`src/rtl/rr_bus_arbiter_if.sv`:
```
// Bus-side signals of the round-robin/fixed-priority arbiter.
// The requesters use the master view and the arbiter uses the slave view.
interface rr_bus_arbiter_if #(
  parameter int NUM_MASTERS = 8,
  parameter int CNT_W       = 32
);
  localparam int ID_W = (NUM_MASTERS > 1) ? $clog2(NUM_MASTERS) : 1;

  logic [NUM_MASTERS-1:0] request;
  logic [NUM_MASTERS-1:0] grant;
  logic                   grant_valid;
  logic [ID_W-1:0]        grant_id;
  logic [CNT_W-1:0]       grant_count;
  logic                   done;

  modport master (
    output request,
    input  grant, grant_valid, grant_id, grant_count, done
  );

  modport slave (
    input  request,
    output grant, grant_valid, grant_id, grant_count, done
  );
endinterface

```
`src/rtl/rr_bus_arbiter.sv`:
```
// N-master bus arbiter with a grant-hold limit and a saturating grant counter.
// A change of owner always passes through one idle cycle.
module rr_bus_arbiter #(
  parameter int NUM_MASTERS = 8,
  parameter int RR_MODE     = 1,
  parameter int MAX_HOLD    = 4,
  parameter int CNT_W       = 32,
  parameter int MAX_GRANTS  = 1024
) (
  input  logic           clk,
  input  logic           rst,
  rr_bus_arbiter_if.slave bus
);
  localparam int ID_W   = (NUM_MASTERS > 1) ? $clog2(NUM_MASTERS) : 1;
  localparam int HOLD_W = $clog2(MAX_HOLD + 1);

  typedef enum logic {IDLE = 1'b0, OWN = 1'b1} state_t;

  state_t                 state_r;
  logic [NUM_MASTERS-1:0] grant_r;
  logic                   grant_valid_r;
  logic [ID_W-1:0]        grant_id_r;
  logic [ID_W-1:0]        rr_ptr_r;
  logic [HOLD_W-1:0]      hold_cnt_r;
  logic [CNT_W-1:0]       grant_count_r;

  logic [ID_W-1:0]        cand_s;
  logic [ID_W-1:0]        winner_s;
  logic                   winner_found_s;
  logic [ID_W-1:0]        rr_next_s;
  logic                   owner_req_s;
  logic                   others_req_s;

  function automatic logic [NUM_MASTERS-1:0] onehot(input logic [ID_W-1:0] idx);
    logic [NUM_MASTERS-1:0] vec;
    vec      = '0;
    vec[idx] = 1'b1;
    return vec;
  endfunction

  // Winner search starting at rr_ptr; the pointer never moves in fixed mode,
  // so the same scan yields the lowest set index there.
  always_comb begin
    cand_s         = '0;
    winner_s       = '0;
    winner_found_s = 1'b0;
    for (int i = 0; i < NUM_MASTERS; i++) begin
      cand_s = ID_W'((int'(rr_ptr_r) + i) % NUM_MASTERS);
      if (!winner_found_s && bus.request[cand_s]) begin
        winner_s       = cand_s;
        winner_found_s = 1'b1;
      end else begin
        winner_found_s = winner_found_s;
      end
    end
  end

  // Pointer successor and owner/others request summaries.
  always_comb begin
    if (winner_s == ID_W'(NUM_MASTERS - 1)) begin
      rr_next_s = '0;
    end else begin
      rr_next_s = winner_s + ID_W'(1);
    end
    owner_req_s  = |(bus.request & grant_r);
    others_req_s = |(bus.request & ~grant_r);
  end

  // Arbitration FSM with registered grant outputs.
  always_ff @(posedge clk) begin
    if (rst) begin
      state_r       <= IDLE;
      grant_r       <= '0;
      grant_valid_r <= 1'b0;
      grant_id_r    <= '0;
      rr_ptr_r      <= '0;
      hold_cnt_r    <= '0;
      grant_count_r <= '0;
    end else begin
      case (state_r)
        IDLE: begin
          if (winner_found_s) begin
            state_r       <= OWN;
            grant_r       <= onehot(winner_s);
            grant_valid_r <= 1'b1;
            grant_id_r    <= winner_s;
            hold_cnt_r    <= HOLD_W'(1);
            if (grant_count_r != '1) begin
              grant_count_r <= grant_count_r + CNT_W'(1);
            end else begin
              grant_count_r <= grant_count_r;
            end
            if (RR_MODE != 0) begin
              rr_ptr_r <= rr_next_s;
            end else begin
              rr_ptr_r <= rr_ptr_r;
            end
          end else begin
            grant_r       <= '0;
            grant_valid_r <= 1'b0;
            grant_id_r    <= '0;
          end
        end
        OWN: begin
          // Owner drop, or hold limit reached while someone else waits.
          if (!owner_req_s ||
              ((hold_cnt_r == HOLD_W'(MAX_HOLD)) && others_req_s)) begin
            state_r       <= IDLE;
            grant_r       <= '0;
            grant_valid_r <= 1'b0;
            grant_id_r    <= '0;
            hold_cnt_r    <= '0;
          end else if (hold_cnt_r != HOLD_W'(MAX_HOLD)) begin
            hold_cnt_r <= hold_cnt_r + HOLD_W'(1);
          end else begin
            hold_cnt_r <= hold_cnt_r;
          end
        end
        default: begin
          state_r       <= IDLE;
          grant_r       <= '0;
          grant_valid_r <= 1'b0;
          grant_id_r    <= '0;
          hold_cnt_r    <= '0;
        end
      endcase
    end
  end

  assign bus.grant       = grant_r;
  assign bus.grant_valid = grant_valid_r;
  assign bus.grant_id    = grant_id_r;
  assign bus.grant_count = grant_count_r;
  // Compared in 64 bits so a MAX_GRANTS wider than the counter never truncates.
  assign bus.done        = (64'(grant_count_r) >= 64'(MAX_GRANTS));
endmodule

```
`src/flat_wrapper.sv`:
```
// flat-port wrapper written by rule: the top's interface ports become plain ports
module rr_bus_arbiter_flat 
#(
  parameter int NUM_MASTERS = 8,
  parameter int RR_MODE     = 1,
  parameter int MAX_HOLD    = 4,
  parameter int CNT_W       = 32,
  parameter int MAX_GRANTS  = 1024
)
  (clk, rst, bus_request, bus_grant, bus_grant_valid, bus_grant_id, bus_grant_count, bus_done);
  rr_bus_arbiter_if #(.NUM_MASTERS(NUM_MASTERS), .CNT_W(CNT_W)) bus_i ();
  input  logic clk;
  input  logic rst;
  input wire logic [$bits(bus_i.request)-1:0] bus_request;
  output wire logic [$bits(bus_i.grant)-1:0] bus_grant;
  output wire logic [$bits(bus_i.grant_valid)-1:0] bus_grant_valid;
  output wire logic [$bits(bus_i.grant_id)-1:0] bus_grant_id;
  output wire logic [$bits(bus_i.grant_count)-1:0] bus_grant_count;
  output wire logic [$bits(bus_i.done)-1:0] bus_done;
  assign bus_i.request = bus_request;
  assign bus_grant = bus_i.grant;
  assign bus_grant_valid = bus_i.grant_valid;
  assign bus_grant_id = bus_i.grant_id;
  assign bus_grant_count = bus_i.grant_count;
  assign bus_done = bus_i.done;
  rr_bus_arbiter #(.NUM_MASTERS(NUM_MASTERS), .RR_MODE(RR_MODE), .MAX_HOLD(MAX_HOLD), .CNT_W(CNT_W), .MAX_GRANTS(MAX_GRANTS)) u_core (.clk(clk), .rst(rst), .bus(bus_i));
endmodule
```
`config.mk`:
```
export PLATFORM = sky130hd
export DESIGN_NAME = rr_bus_arbiter_flat
export DESIGN_NICKNAME = d
export VERILOG_FILES = /design/src/rtl/rr_bus_arbiter_if.sv /design/src/rtl/rr_bus_arbiter.sv /design/src/flat_wrapper.sv
export SDC_FILE = /design/constraint.sdc
export NUM_CORES = 1
export LEC_CHECK = 0
export ABC_AREA = 1
export CORE_MARGIN = 1
export CORE_UTILIZATION = 55
export CTS_BUF_LIST = sky130_fd_sc_hd__clkbuf_2
export DETAILED_ROUTE_END_ITERATION = 10
export PLACE_DENSITY = 0.83
export SETUP_SLACK_MARGIN = 0.2
export SLEW_MARGIN = 10
export SYNTH_ARGS = -nofsm -noshare
export SYNTH_HDL_FRONTEND = slang
export SYNTH_SLANG_ARGS = --single-unit
```
`constraint.sdc`:
```
create_clock -name clk -period 5.5 [get_ports clk]
set_input_delay 1.65 -clock clk [delete_from_list [all_inputs] [get_ports clk]]
set_output_delay 1.65 -clock clk [all_outputs]
set_load 0.01 [all_outputs]
```
After elaboration in Yosys (flattened, before gate mapping):

Cells that the tools add are included.

* reductions and logical operators: 23
* equality and inequality tests: 7
* bitwise gates (word level): 4
* $lt $le $gt $ge: 11
* muxes and demuxes: 50
* add/subtract/negate cells: 10

Operators by type and width (number)
* $mux 3: 14
* $lt 3x4->1 const B: 9
* $add 32x1->32 const B: 1
* $ge 32x11->1 const B: 1
* $ne 32x32->1 const B: 1
* $bmux 1 s3: 8
* $mux 1: 20
* $and 8x8->8: 2
* $mux 8: 2
* $pmux 8 s2: 1
* $reduce_or 8->1: 2
* $add 3x3->3 const B: 4
* $pmux 3 s2: 2
* $add 3x1->3 const B: 3
* $logic_and 1x1->1: 9
* $logic_not 1->1: 8
* $not 8->8: 1
* $add 3x2->3 const B: 2
* $eq 3x3->1 const B: 2
* $ne 3x3->1 const B: 2
* $pmux 1 s2: 2
* $reduce_and 2->1: 2
* $demux 1 s3: 1
* $ge 3x1->1 const B: 1
* other kinds (5): 5

* output and inout bits: 45
* register bits: 51

Longest topological paths before layout:

Gate-level depths: netlist (run 1).

* depth after elaboration: 30
* gate-level depth with buffers: 20
* gate-level depth less buffers: 18

Worst setup path before layout (run 1):

Ideal clock, no wire load.

* kind: in2reg
* start: input bus_request[7]
* end: register u_core.grant_count_r[25] (netlist: u_core.bus.grant_count[25])
* data arrival time: 3.048 ns
* cell stages on the path: 13
* path slack: 2.382 ns
* required time: 5.430 ns
* library setup time: 0.070 ns
* path through: nand2_1 nand3_1 nand3_2 nand2_2 nor2_4 nand4_4 nor2_8 nand3b_4 nand2_4 buf_6 buf_6 nand2_2 a21oi_2

* word-level cells in the longest chain between the ends: 25
* elaborated cells between the ends (all ways): 39
* those cells by class: 24 x mux; 15 x reduce/logical

Ends and longest elaborated chain
* start, declared: line flat_wrapper.sv:14 `input wire logic [$bits(bus_i.request)-1:0] bus_request;`
* $bmux 1 s3: line rr_bus_arbiter.sv:49 `if (!winner_found_s && bus.request[cand_s]) begin`
* $mux 1 (implied by the code): line rr_bus_arbiter.sv:49
* $mux 1: line rr_bus_arbiter.sv:49
* $logic_not 1->1: line rr_bus_arbiter.sv:49
* $logic_and 1x1->1: line rr_bus_arbiter.sv:49
* $mux 1: line rr_bus_arbiter.sv:49
* $logic_not 1->1: line rr_bus_arbiter.sv:49
* $logic_and 1x1->1: line rr_bus_arbiter.sv:49
* (+9 left out)
* $mux 1: line rr_bus_arbiter.sv:49
* $logic_not 1->1: line rr_bus_arbiter.sv:49
* $logic_and 1x1->1: line rr_bus_arbiter.sv:49
* $mux 1: line rr_bus_arbiter.sv:49
* $logic_not 1->1: line rr_bus_arbiter.sv:49
* $logic_and 1x1->1: line rr_bus_arbiter.sv:49
* $mux 1 *: line rr_bus_arbiter.sv:49
* $reduce_and 3->1 (no source line) *
* end signal, assigned: line rr_bus_arbiter.sv:89 `grant_count_r <= grant_count_r + CNT_W'(1);`
* end signal, assigned: line rr_bus_arbiter.sv:91 `grant_count_r <= grant_count_r;`
* end, declared: line rr_bus_arbiter.sv:25 `logic [CNT_W-1:0] grant_count_r;`

Every way passes the cells marked *; elsewhere a longest branch is shown, timed or not. The select of a mux whose other input is x is not followed.
A chain may end at the register's enable or synchronous reset.

Worst setup path in the final report (run 1):

* start: input bus_request[5]
* end: register u_core.grant_count_r[13] (netlist: u_core.bus.grant_count[13])

The elaborated chain is that of the path after synthesis.

==> results of run 1 <==
## power breakdown
part,switching [mW],internal [mW]
combinational,0.797,0.370
clock,0.129,0.0307
sequential,0.0688,0.416
total,0.995,0.817
## layer usage
metal / up-vias / track usage (%) / routed length [um]
li1: 1966 / - / -
met1: 1812 / 47.5 / 5210
met2: 201 / 42.9 / 4250
met3: 11 / 6.00 / 1030
met4: 0 / 5.55 / 75
met5: - / 0 / 0
## sequential cells by signal, summed over array words and instances, names as in the netlist
| signal | count |
|---|---|
| u_core.rr_ptr_r | 3 |
| u_core.hold_cnt_r | 3 |
| u_core.bus.grant_count | 32 |
| u_core.state_r | 1 |
| u_core.bus.grant | 8 |
| u_core.bus.grant_id | 3 |
| u_core.bus.grant_valid | 1 |
## worst reg2reg max path: cells and delay by family, from the launching register on
family,cells,cell delay [ns]
compound gates,1,0.13
simple gates,11,1.65
buf+inv,3,0.81
fa+ha+maj,1,0.45
flops,1,0.69
## through the flow
step | instance area [um2] | power, mW | cells | hold slack, ns | util, %
detailed placement | 4270 | 1.64 | 689 | 0.455 | 66.2
global placement | 4270 | 1.61 | 689 | 0.456 | 66.2
finish | 4320 | 1.81 | 697 | 0.502 | 66.9
floorplan | 3750 | 1.38 | 573 | 0.460 | -
global route | 4320 | 1.97 | 697 | 0.519 | 66.9
CTS | 4320 | 1.80 | 697 | 0.505 | 66.9
## cells in the final DEF, fill, tap and decap left out, types with 17 or more instances in the layout
cell type / netlist / final
sky130_fd_sc_hd__nand2_1: 151 / 151
sky130_fd_sc_hd__inv_1: 65 / 65
sky130_fd_sc_hd__clkdlybuf4s50_1: 0 / 53
sky130_fd_sc_hd__dfxtp_1: 51 / 51
sky130_fd_sc_hd__nand3_1: 50 / 50
sky130_fd_sc_hd__nor2_1: 49 / 49
sky130_fd_sc_hd__a21oi_1: 28 / 28
sky130_fd_sc_hd__nand2_2: 24 / 24
sky130_fd_sc_hd__xor2_1: 21 / 21
sky130_fd_sc_hd__a21oi_2: 18 / 18
sky130_fd_sc_hd__nand4_1: 17 / 17
## cell families after synthesis
family / after synthesis / share of synthesized area [%]
flip-flops: 51 / 27.3
AND/OR/NAND/NOR: 335 / 42.6
XOR/XNOR: 26 / 6.48
AO/OA/AOI/OAI: 70 / 11.8
adder cells (fa/ha/maj): 6 / 2.00
buffers and inverters: 85 / 9.89
## layout make-up
type	count	share of cell area [%]
multi-input cells	437	54.5
flip-flops and latches	51	23.6
repair buffers	55	12.6
inverters	69	6.00
well taps	77	2.23
clock buffers	5	0.579
clock inverters	3	0.463
## worst paths after layout
check	from	end	slack (ns)	depth (start not counted)
hold reg to reg	u_core.bus.grant_id[1]	u_core.bus.grant_id[1]	0.50	2
hold / removal	u_core.bus.grant_id[1]	u_core.bus.grant_id[1]	0.50	2
setup reg to reg	u_core.rr_ptr_r[0]	u_core.bus.grant_count[13]	1.68	16
setup / recovery	bus_request[5]	u_core.bus.grant_count[13]	1.40	16
==> run summary, run 1 <==
The slew at the pin with the worst max-slew slack came out at ~0.95 ns. The die height came out at 84.5 um. The summed negative setup slack over all endpoints is 0 ns.

The remaining antenna violation count after routing came out at 0. The arrival time of data at the critical path endpoint is 4.47 ns. The H-tree generated during clock tree synthesis spans 2 levels.

The area taken by flip-flops and latches came out at approximately 1000 um2. The total congestion overflow after global routing came out at 0. The number of distinct library cells after synthesis came out at 39.

The share of synthesized flip-flops with an asynchronous set or reset is 0%. The area inside the core boundary is roughly 6500 um2. The count of filler cells inserted in the layout is 593. After detailed routing, the average wire length per cell comes to between 15 and 20 um. The final-report hold violation count came out at 0. Wires add up to about 11000 um.

The first-pass GRT wire length came out at around 17000 um. The net count after synthesis came out at between 500 and 600. The worst-case IR drop observed on VDD is ~0.31 mV. sky130_fd_sc_hd__nand2_1 is the most common cell in the netlist. In the routed design, unresolved DRC markers number 10. The buffer cell driving the clock tree root is sky130_fd_sc_hd__clkbuf_2. Sorting the synthesized cells by area gives the leading types as sky130_fd_sc_hd__dfxtp_1, sky130_fd_sc_hd__nand2_1, sky130_fd_sc_hd__nand3_1.

For this run, the detailed router's first-pass iteration total came to 8. The post-route clock period utilization is 74.5%. The sequential cell area fraction in the yosys report came out at about 27%.

In this design, the largest share of critical-path delay is due to simple AND/OR/NAND/NOR gates. The clock slew at the register clock pins of the worst setup and hold paths is approximately 0.27 ns. The clock tree buffer depth came out at 2.

The number of buffers and inverters on the critical path is 3. The share of Yosys cell area claimed by the top area cell type came out at roughly 27%. Counting every instance in the synthesized netlist gives 573. The total of cells resized after clock tree synthesis is 0.

The static leakage is between 1.5 and 2 nW. The kind of end point of the critical path is a flop. The number of DRC markers after the initial detailed-route iteration came out at approximately 370. The pin count of the biggest net entering global routing is 40. The buffers inserted during post-CTS setup optimization is 0. The number of buffers created by CTS is 5. The number of hold buffers added after CTS was 0.

Setup slack on the critical path of the routed design comes to between 1 and 1.5 ns. Summed over all instances, the cell type with the most area after synthesis is sky130_fd_sc_hd__dfxtp_1. In this run the core area contains 29 standard-cell rows. The antenna cell count is 0. The via total after detailed routing is ~4000. The number of setup violations in the final report came out at 0. The final weighted congestion in routability-driven placement is slightly below 1. The final layout contains 635 nets. The die boundary width is 84.5 um. The cell with the largest stage delay on the worst path is sky130_fd_sc_hd__clkdlybuf4s50_1.

For this run, the leading register cell type out of synthesis is sky130_fd_sc_hd__dfxtp_1. The clock reaches the later pin of the worst-skew pair after between 0.4 and 0.5 ns. The biggest fanout along the worst timing path came out at 29. The number of maximum-capacitance violations came out at 0. The flow ran to the end, but the final reports show violations. The fmax came out at between 200 and 250 MHz. The path class of the tightest hold or removal check is flop to flop. The floorplan step defined a die boundary enclosing approximately 7100 um2.

The worst setup path is launched from a primary input. Setup repair after global routing left no endpoint under its margin. The required time at the worst-slack endpoint came out at a little under 6 ns. The ratio of routed vias to standard cells came out at around 5.7. The count of warnings emitted by yosys is 0.

The post-synthesis instance area came out at 3750 um2. The starting density of the core came out at about three fifths. The count of final max-slew check failures came to 0.

The clock sink count is between 50 and 60. The overall track demand over capacity in global routing came out at 30.4%. Traced cell by cell, the critical path runs through clkdlybuf4s50_1 > nand2_1 > nand3_1 > nand3_1 > nand2_1 > inv_1 > nand4_4 > nor2_8 > nand3b_4 > nand2_4 > inv_2 > nand2_2 > nor2_2 > nand3_1 > nand2_1 > nor2_1. The via count of the first global-routing pass came out at between 3000 and 4000. The total power per unit cell area is ~420 nW/um2. The final reports fail on DRC. The clock tree from TritonCTS is yes. Counting flops and latches in the post-synthesis netlist gives 51.

The signed area change from the synthesized netlist to the final layout is 15.3%. The I/O pin total is 55. The type of the worst setup path is primary input to flop. The number of buffers inserted by port buffering is 54. The footprint of the multi-input gates came out at roughly 2400 um2. For the final database, setup skew stands at about 0.0095 ns.

The pre-CTS setup slack is approximately 1 ns. The mean instance size in the synthesized netlist is 6.54 um2. Counting flops with a built-in enable in the synthesized netlist gives 0. The final period demand of the worst path is 4.10 ns.

The worst slew slack as a fraction of its limit came out at 36.9%. On the worst path, the slowest cell contributes a delay of roughly 0.59 ns. The share of layout cells above drive strength 1 is a little under an eighth. The half-perimeter wire length after placement came out at 8180 um. The commonest cells after synthesis are sky130_fd_sc_hd__nand2_1, sky130_fd_sc_hd__inv_1, sky130_fd_sc_hd__dfxtp_1. The number of antenna violations at the first check in global routing came out at 0.
No activity file was read; power rests on OpenSTA's default activity.
==> run 2: changes to the inputs <==
--- a/config.mk
+++ b/config.mk
@@ -7,10 +7,10 @@
 export LEC_CHECK = 0
 export ABC_AREA = 1
 export CORE_MARGIN = 1
-export CORE_UTILIZATION = 55
+export CORE_UTILIZATION = 51
 export CTS_BUF_LIST = sky130_fd_sc_hd__clkbuf_2
 export DETAILED_ROUTE_END_ITERATION = 10
-export PLACE_DENSITY = 0.83
+export PLACE_DENSITY = 0.81
 export SETUP_SLACK_MARGIN = 0.2
 export SLEW_MARGIN = 10
 export SYNTH_ARGS = -nofsm -noshare
==> constraint.sdc (replaced) <==
create_clock -name clk -period 3.3 [get_ports clk]
set_input_delay 0.99 -clock clk [delete_from_list [all_inputs] [get_ports clk]]
set_output_delay 0.99 -clock clk [all_outputs]
set_load 0.01 [all_outputs]
==> run 2 against run 1 <==
The run now ends clean. Sequential cell count unchanged. First-iteration DRC count down 1.6%. Setup slack worse by 0.93 ns. Die area up 7.7%. Clock skew up 0.016 ns. Clock power up 76%. Count of clock-buffer cells in the layout unchanged. Critical endpoint is now u_core.bus.grant_count[12]. Sequential power up 59%. Total power up 76%. Combinational power up 82%.
==> run summary, run 2 (same netlist as run 1, synthesis figures left out) <==
The static leakage is 1.80 nW (+6.7%). Walking the worst path, the cells encountered are clkdlybuf4s50_1 > nand2_1 > nand3_1 > nand3_2 > nand2_2 > nor2_4 > nand4_4 > nor2_8 > nand3b_4 > nand2_4 > buf_12 > buf_4 > nand2_1 > a21oi_1. The path class of the tightest hold or removal check is flop to flop.

The pin count of the biggest net entering global routing was 29 (-28%). The number of antenna violations at the first check in global routing came out at 0 (unchanged). The final layout net count came out at 651 (+2.5%).

The antenna cell count is 0 (unchanged). The worst voltage drop across the vdd grid was 0.406 mV (+33%). The arrival time of data at the critical path endpoint is 3.25 ns (-1.22 ns). The number of setup violations in the final report is 0 (unchanged).

The flip-flop count of the largest register, all copies and words added is 32 (unchanged). The summed negative setup slack over all endpoints is 0 ns (unchanged). Leaving out fill and tap cells, the most frequent cell in the layout is sky130_fd_sc_hd__nand2_1.

The ratio of routed vias to standard cells is 5.41 (-5.5%). The remaining routing DRC violations is 0 (-10). The number of buffers and inverters on the critical path is 3 (unchanged). The via count of the first global-routing pass is 3553 (+0.82%). Of the available clock period, the critical path in the final layout requires 85.8%.

The critical path in this run is classified as primary input to flop. TritonCTS built the clock tree. The remaining antenna violation count after routing is 0 (unchanged). The starting density of the core came out at 53.9% (-4.1 points). STA classifies the critical path endpoint as a flop. The die boundary width is 87.7 um (+3.8%). The number of maximum-capacitance violations came out at 0 (unchanged). The total congestion overflow after global routing is 0 (unchanged). The via total after detailed routing came to 3958 (-0.80%). The share of the core filled with cells is 64.8% (-2.1 points).

The area inside the core boundary is 6940 um2 (+7.5%). The first-pass GRT wire length is 17400 um (+0.16%). The overall die area came out at 7690 um2 (+7.7%). The number of DRC markers after the initial detailed-route iteration came out at 367 (-1.6%). The number of placement rows is 30 (+3.4%). The average wire per standard cell is 14.5 um (-4.2%). The buffer cell driving the clock tree root is sky130_fd_sc_hd__clkbuf_2. The required time at the worst-slack endpoint came to 3.72 ns (-2.16 ns). The aggregate routed wire length is 10600 um (+0.66%).

The I/O pin total is 55 (unchanged). The slew at the pin with the worst max-slew slack came out at 0.553 ns (-0.394 ns). The biggest fanout along the worst timing path is 18 (-38%). The half-perimeter wire length after placement came out at 8370 um (+2.3%). The signed area change from the synthesized netlist to the final layout came out at 20.1%.

The count of final max-slew check failures was 0 (unchanged). The run finished with clean final reports. The worst slew slack as a fraction of its limit came out at 62.8% (+26 points).

The clock sink count came out at 51 (unchanged). Setup repair after global routing left no endpoint under its margin. The category of the worst setup path launch point is a primary input. The share of layout cells above drive strength 1 is 16.0% (+4.3 points). The final-report hold violation count is 0 (unchanged). The number of buffers created by CTS came out at 5 (unchanged). The largest incremental delay on the critical path is 0.48 ns (-0.11 ns). The clock tree buffer depth was 2 (unchanged).

The cell family contributing the most delay on the critical path is simple AND/OR/NAND/NOR gates. The total iterations of the first detailed-routing run came out at 6 (-2). The overall track demand over capacity in global routing was 29.0% (-1.4 points). The number of buffers inserted by port buffering is 54 (unchanged). The final weighted congestion in routability-driven placement is 0.992 (+0.92%). The deepest level of the CTS H-tree came to 2 (unchanged).

The final period demand of the worst path is roughly 2.8 ns. The clock latency reported for the late side of the worst-skew pair came to 0.46 ns (about the same). The tightest hold margin was 0.492 ns (-0.0101 ns). The largest clock skew in the final design is 0.0259 ns (+0.0164 ns).

The die height is 87.7 um (+3.8%). The total power per unit cell area came out at 707 nW/um2 (+68%). On the critical path, the stage with the largest delay is an instance of sky130_fd_sc_hd__clkdlybuf4s50_1.

Counting stages on the worst path, the most repeated cell is sky130_fd_sc_hd__nand2_1. In the layout the commonest cells are sky130_fd_sc_hd__nand2_1, sky130_fd_sc_hd__inv_1, sky130_fd_sc_hd__clkdlybuf4s50_1, sky130_fd_sc_hd__nand3_1, sky130_fd_sc_hd__nor2_1. The clock slew at the register clock pins of the worst setup and hold paths was 0.29 ns (+0.02 ns). The fmax came out at between 300 and 400 MHz.
run 2: cell count changes in the layout (fill, tap and decap cells not counted), moves of 3 or more:
cell                      previous run  this run
sky130_fd_sc_hd__inv_2               4         7
sky130_fd_sc_hd__dfxtp_1            51        43
sky130_fd_sc_hd__dfxtp_2             0         7
sky130_fd_sc_hd__buf_4               1        16
sky130_fd_sc_hd__inv_1              65        62
run 2: routing by layer:
metal | vias to the layer above | GRT usage (%) | share of wire [%]
met1 | 1799 | 45.4 | 49
met5 | - | 0 | 0
li1 | 1984 | - | -
met2 | 165 | 41.9 | 42
met4 | 0 | 4.47 | 0.59
met3 | 10 | 4.52 | 9.0
run 2: worst reg2reg max path, stage by stage (launching register included):
cell and delay [ns]:
sky130_fd_sc_hd__dfxtp_1 0.41, sky130_fd_sc_hd__inv_2 0.12, sky130_fd_sc_hd__ha_1 0.42, sky130_fd_sc_hd__inv_2 0.16, sky130_fd_sc_hd__nand3_1 0.14, sky130_fd_sc_hd__nand3_2 0.13
sky130_fd_sc_hd__nand2_2 0.08, sky130_fd_sc_hd__nor2_4 0.14, sky130_fd_sc_hd__nand4_4 0.15, sky130_fd_sc_hd__nor2_8 0.17, sky130_fd_sc_hd__nand3b_4 0.12, sky130_fd_sc_hd__nand2_4 0.09
sky130_fd_sc_hd__buf_12 0.15, sky130_fd_sc_hd__buf_4 0.23, sky130_fd_sc_hd__nand2_1 0.07, sky130_fd_sc_hd__a21oi_1 0.15
run 2: final timing paths:
check | from | end | slack, ns | cells past startpoint
max | bus_request[7] | u_core.bus.grant_count[12] | 0.47 | 14
min | u_core.bus.grant_id[1] | u_core.bus.grant_id[1] | 0.49 | 2
min reg2reg | u_core.bus.grant_id[1] | u_core.bus.grant_id[1] | 0.49 | 2
max reg2reg | u_core.rr_ptr_r[0] | u_core.bus.grant_count[12] | 0.53 | 15
run 2: timing repair:
action	in CTS	in global routing
pin swaps	0	1
hold buffers	0	0
setup endpoints to repair	1	2
gates cloned	0	0
gates resized for setup	1	13
buffers inserted	0	0
run 2: where the power goes:
part	internal, mW	leakage (nW)	switching [mW]	total (mW)
clock network	0.0563	0.0309	0.224	0.281
logic	0.775	1.36	1.35	2.13
registers	0.693	0.418	0.0794	0.772
total	1.52	1.80	1.66	3.18
run 2: final cells by class:
class	instances	area [um2]
Tap cell	96	120
Timing Repair Buffer	71	678
Sequential cell	51	1030
Inverter	69	259
Multi-Input combinational cell	437	2360
Clock buffer	5	25.0
Fill cell	642	2440
Clock inverter	3	23.8
run 2: stage by stage:
step / power [mW] / setup WS [ns] / area [um2] / std cells
global route: 3.48 / 0.271 / 4500 / 732
detailed placement: 2.88 / -0.0125 / 4430 / 724
finish: 3.18 / 0.470 / 4500 / 732
CTS: 3.16 / 0.204 / 4490 / 732
floorplan: 2.30 / 0.842 / 3750 / 573
global placement: 2.85 / 0.0227 / 4430 / 724
==> run 3: changes to the inputs <==
--- a/config.mk
+++ b/config.mk
@@ -5,7 +5,8 @@
 export SDC_FILE = /design/constraint.sdc
 export NUM_CORES = 1
 export LEC_CHECK = 0
-export ABC_AREA = 1
+export ABC_AREA = 0
+export CAP_MARGIN = 40
 export CORE_MARGIN = 1
 export CORE_UTILIZATION = 51
 export CTS_BUF_LIST = sky130_fd_sc_hd__clkbuf_2
==> run 3 against run 2 <==
Maximum frequency shrank 10%. Critical endpoint is now u_core.bus.grant[0]. First-iteration DRC count fell by 17%. Largest cell class unchanged. Critical path depth fell by 3. Register-to-register slack worse by 0.39 ns. Area after synthesis down 1.3%. Via count down 7.2%. Total power increased by 16%. Synthesized cell count down 25%. Combinational power increased by 26%. Worst hold slack improved by 0.013 ns. Count of clock-buffer cells in the layout is the same. Critical path type is now flop to flop.
==> run summary, run 3 <==
The flip-flop count of the largest register, all copies and words added is 32 (unchanged). The share of Yosys cell area claimed by the top area cell type came to 27.6% (+0.37 points). By area the synthesized netlist is led by sky130_fd_sc_hd__dfxtp_1, sky130_fd_sc_hd__mux4_2, sky130_fd_sc_hd__nor2_1. The number of DRC markers after the initial detailed-route iteration came out at 306 (-17%). The deepest level of the CTS H-tree came out at 2 (unchanged). The largest clock skew in the final design is 0.0251 ns (-0.000805 ns).

The worst slew slack as a fraction of its limit came out at 52.6% (-10 points). The number of buffers added to fix hold violations after cts came out at 0 (unchanged). The final-report hold violation count is 0 (unchanged). The first-pass GRT wire length was 16300 um (-6.6%). The average wire per standard cell came to 17.0 um (+17%). The number of placement rows came out at 30 (unchanged). The clock sink count came out at 51 (unchanged). The compound-gate portion of the synthesized area came to 14.5% (+2.7 points).

The flow ran to the end, and the final reports show no timing, DRC or antenna violations. The fraction of the mapped netlist area in adder cells is 2.03% (+0.027 points). The clock tree buffer depth came out at 2 (unchanged). The number of flip-flops and latches in the synthesized netlist came out at 51 (unchanged). The I/O pin total came out at 55 (unchanged). The number of maximum-capacitance violations is 0 (unchanged). Relative to the synthesized area, the layout overhead comes to 33.6%. The number of distinct library cells after synthesis was 67 (+72%). TritonCTS built the clock tree.

The area inside the core boundary came out at 6910 um2 (-0.54%). The die boundary width came out at 87.1 um (-0.66%). The starting density of the core came out at 53.5% (-0.43 points). The most frequent standard cell in the layout excluding fill and tap cells is sky130_fd_sc_hd__buf_4.

The area of placed instances was 4580 um2 (+3.3%). The required time at the worst-slack endpoint is 3.65 ns (-0.07 ns). The most common cell in the synthesized netlist is sky130_fd_sc_hd__nor2_1. The ratio of routed vias to standard cells came out at 5.96 (+10%).

Setup repair after global routing could not meet its margin everywhere. The post-synthesis mux area share was 15.7% (+16 points). The antenna cell count came out at 0 (unchanged). The simple logic cell fraction of the synthesized area came out at 24.9% (-18 points). STA classifies the critical path endpoint as a flop. The remaining routing DRC violations is 0 (unchanged). The wire length on met1 is 4340 um (-16%).

The path class of the tightest hold or removal check is flop to flop. By area, the combinational part of the netlist is dominated by simple AND/OR/NAND/NOR gates. The count of filler cells inserted in the layout came out at 510 (-21%).

The top cell types in the final layout, fill and taps aside, are sky130_fd_sc_hd__buf_4, sky130_fd_sc_hd__nor2_1, sky130_fd_sc_hd__clkdlybuf4s50_1, sky130_fd_sc_hd__dfxtp_1, sky130_fd_sc_hd__nand2_1. The half-perimeter wire length after placement came out at 7220 um (-14%). The predominant post-synthesis flop cell is sky130_fd_sc_hd__dfxtp_1. The mean instance size in the synthesized netlist is 8.60 um2 (+31%). The overall track demand over capacity in global routing was 26.9% (-2.0 points). The fmax is 316 MHz (-10%). The final setup slack of the worst path was 0.140 ns (-0.330 ns).

The highest layer touched by signal routing is met4. The arrival time of data at the critical path endpoint is 3.51 ns (+0.26 ns). The clock latency reported for the late side of the worst-skew pair was 0.43 ns (-0.03 ns). The area of all placed cells without fillers is 4940 um2 (+9.7%). The count of warnings emitted by yosys came out at 0 (unchanged).

The share of synthesized flip-flops with an asynchronous set or reset was 0% (unchanged). The biggest area contributor in the post-synthesis netlist is sky130_fd_sc_hd__dfxtp_1. The commonest cells after synthesis are sky130_fd_sc_hd__nor2_1, sky130_fd_sc_hd__dfxtp_1, sky130_fd_sc_hd__nand2_1.

The via count of the first global-routing pass is 3405 (-4.2%). The worst setup path is launched from a flop. The number of setup violations in the final report is 0 (unchanged). The aggregate routed wire length is 10400 um (-1.8%). The clock slew at the register clock pins of the worst setup and hold paths is 0.25 ns (-0.04 ns). The number of buffers created by CTS came out at 5 (unchanged). The remaining antenna violation count after routing is 0 (unchanged).

The pin count of the biggest net entering global routing is 27 (-6.9%). The die height was 87.1 um (-0.66%). The worst voltage drop across the vdd grid was 0.361 mV (-11%).

The number of standard cells after synthesis came out at 430 (-25%). The post-synthesis instance area is 3700 um2 (-1.3%). In this run the clock root is driven by a sky130_fd_sc_hd__clkbuf_2. The final layout net count was 535 (-18%). The number of antenna violations at the first check in global routing was 0 (unchanged). The pre-CTS setup slack is -0.626 ns (-0.613 ns). The post-route clock period utilization was 95.8% (+10 points). The number of buffers inserted by port buffering came out at 54 (unchanged). The count of flip-flops with a built-in enable after synthesis came out at 0 (unchanged). The via total after detailed routing is 3672 (-7.2%).

The overall die area came out at 7590 um2 (-1.3%). The count of final max-slew check failures is 0 (unchanged). The tightest hold margin is 0.505 ns (+0.0131 ns). The total congestion overflow after global routing is 0 (unchanged). The final period demand of the worst path came out at 3.16 ns (+0.330 ns). The share of layout cells above drive strength 1 was 30.0% (+14 points). The static leakage came out at 1.82 nW (+0.78%). The worst-case register-to-register setup slack was 0.14 ns (-0.39 ns). The biggest fanout along the worst timing path came out at 6 (-12). The post-route non-filler standard cell count came out at 616 (-16%). The number of placed instances, taps included was 597 (-18%). The net count after synthesis came out at 446 (-24%).

The met3 layer wire length in the routed design came out at 600 um (-37%). The total power per unit cell area is 748 nW/um2 (+5.8%). The sequential cell area fraction in the yosys report came out at 27.6% (+0.37 points). The critical path is of the flop to flop type. The detailed-routed wire length on met2 was 5250 um (+18%).

The final weighted congestion in routability-driven placement is 0.875 (-12%). The slew at the pin with the worst max-slew slack came out at 0.706 ns (+0.153 ns). The xor and xnor fraction of the mapped netlist area was 7.55% (+1.1 points). The total iterations of the first detailed-routing run is 5 (-1).
-- run 3: cell types whose count changed after synthesis, moves of 8 or more --
cell,delta
sky130_fd_sc_hd__a21oi_1,-15
sky130_fd_sc_hd__a21oi_2,-16
sky130_fd_sc_hd__a22oi_1,+8
sky130_fd_sc_hd__buf_2,+15
sky130_fd_sc_hd__inv_1,-41
sky130_fd_sc_hd__mux2i_1,+9
sky130_fd_sc_hd__mux4_2,+16
sky130_fd_sc_hd__nand2_1,-122
sky130_fd_sc_hd__nand2_2,-24
sky130_fd_sc_hd__nand3_1,-35
sky130_fd_sc_hd__nor3_1,-8
-- run 3: timing repair --
action                     CTS  global route
setup endpoints to repair   52            34
pin swaps                    6            17
buffers inserted             3             7
resized for setup           24            65
-- run 3: kinds of logic after synthesis --
logic type,after synthesis
buf+inv,60
xor+xnor,31
simple gates,175
fa+ha+maj,6
mux,35
flops,51
compound gates,72
-- run 3: routing by layer --
metal  GRT usage [%]  vias to the layer above
li1                -                     1730
met1            34.7                     1780
met2            46.8                      138
met3            3.98                       24
met4            7.90                        0
met5               0                        -
-- run 3: layout make-up --
cell class | count | area, um2 | share of cell area (%)
Clock buffer | 5 | 25.0 | 0.507
Clock inverter | 3 | 18.8 | 0.380
Tap cell | 96 | 120 | 2.43
Sequential cell | 51 | 1030 | 20.9
Inverter | 27 | 105 | 2.13
Timing Repair Buffer | 115 | 1000 | 20.3
Multi-Input combinational cell | 319 | 2640 | 53.4
-- run 3: final timing paths --
check	start	to	cells after the start
worst min register to register	u_core.bus.grant_id[0]	u_core.bus.grant_id[0]	2
worst min-delay path	u_core.bus.grant_id[0]	u_core.bus.grant_id[0]	2
worst max-delay path	u_core.rr_ptr_r[1]	u_core.bus.grant[0]	11
worst max register to register	u_core.rr_ptr_r[1]	u_core.bus.grant[0]	11
-- run 3: report_power, final --
group	total (mW)	switching, mW	internal [mW]
registers	0.754	0.0683	0.686
clock network	0.253	0.200	0.0532
logic	2.68	1.32	1.36
total	3.69	1.59	2.10
-- run 3: critical path, stage by stage (launching register included) --
cell	delay, ns
sky130_fd_sc_hd__dfxtp_2	0.42
sky130_fd_sc_hd__inv_2	0.07
sky130_fd_sc_hd__ha_4	0.25
sky130_fd_sc_hd__buf_12	0.14
sky130_fd_sc_hd__mux2i_4	0.19
sky130_fd_sc_hd__mux4_2	0.51
sky130_fd_sc_hd__a22oi_2	0.33
sky130_fd_sc_hd__or3_4	0.22
sky130_fd_sc_hd__o21bai_2	0.13
sky130_fd_sc_hd__a32oi_4	0.18
sky130_fd_sc_hd__or3b_4	0.46
sky130_fd_sc_hd__o31ai_2	0.19
-- run 3: stage by stage --
| stage | power (mW) | util, % | TNS, ns |
|---|---|---|---|
| 2_1_floorplan | 2.25 | - | 0 |
| 3_3_place_gp | 2.81 | 66.3 | -16.33 |
| 3_5_place_dp | 2.88 | 66.3 | -20.41 |
| 4_1_cts | 3.24 | 67.9 | 0 |
| 5_1_grt | 3.89 | 71.5 | 0 |
| 6_report | 3.69 | 71.5 | 0 |
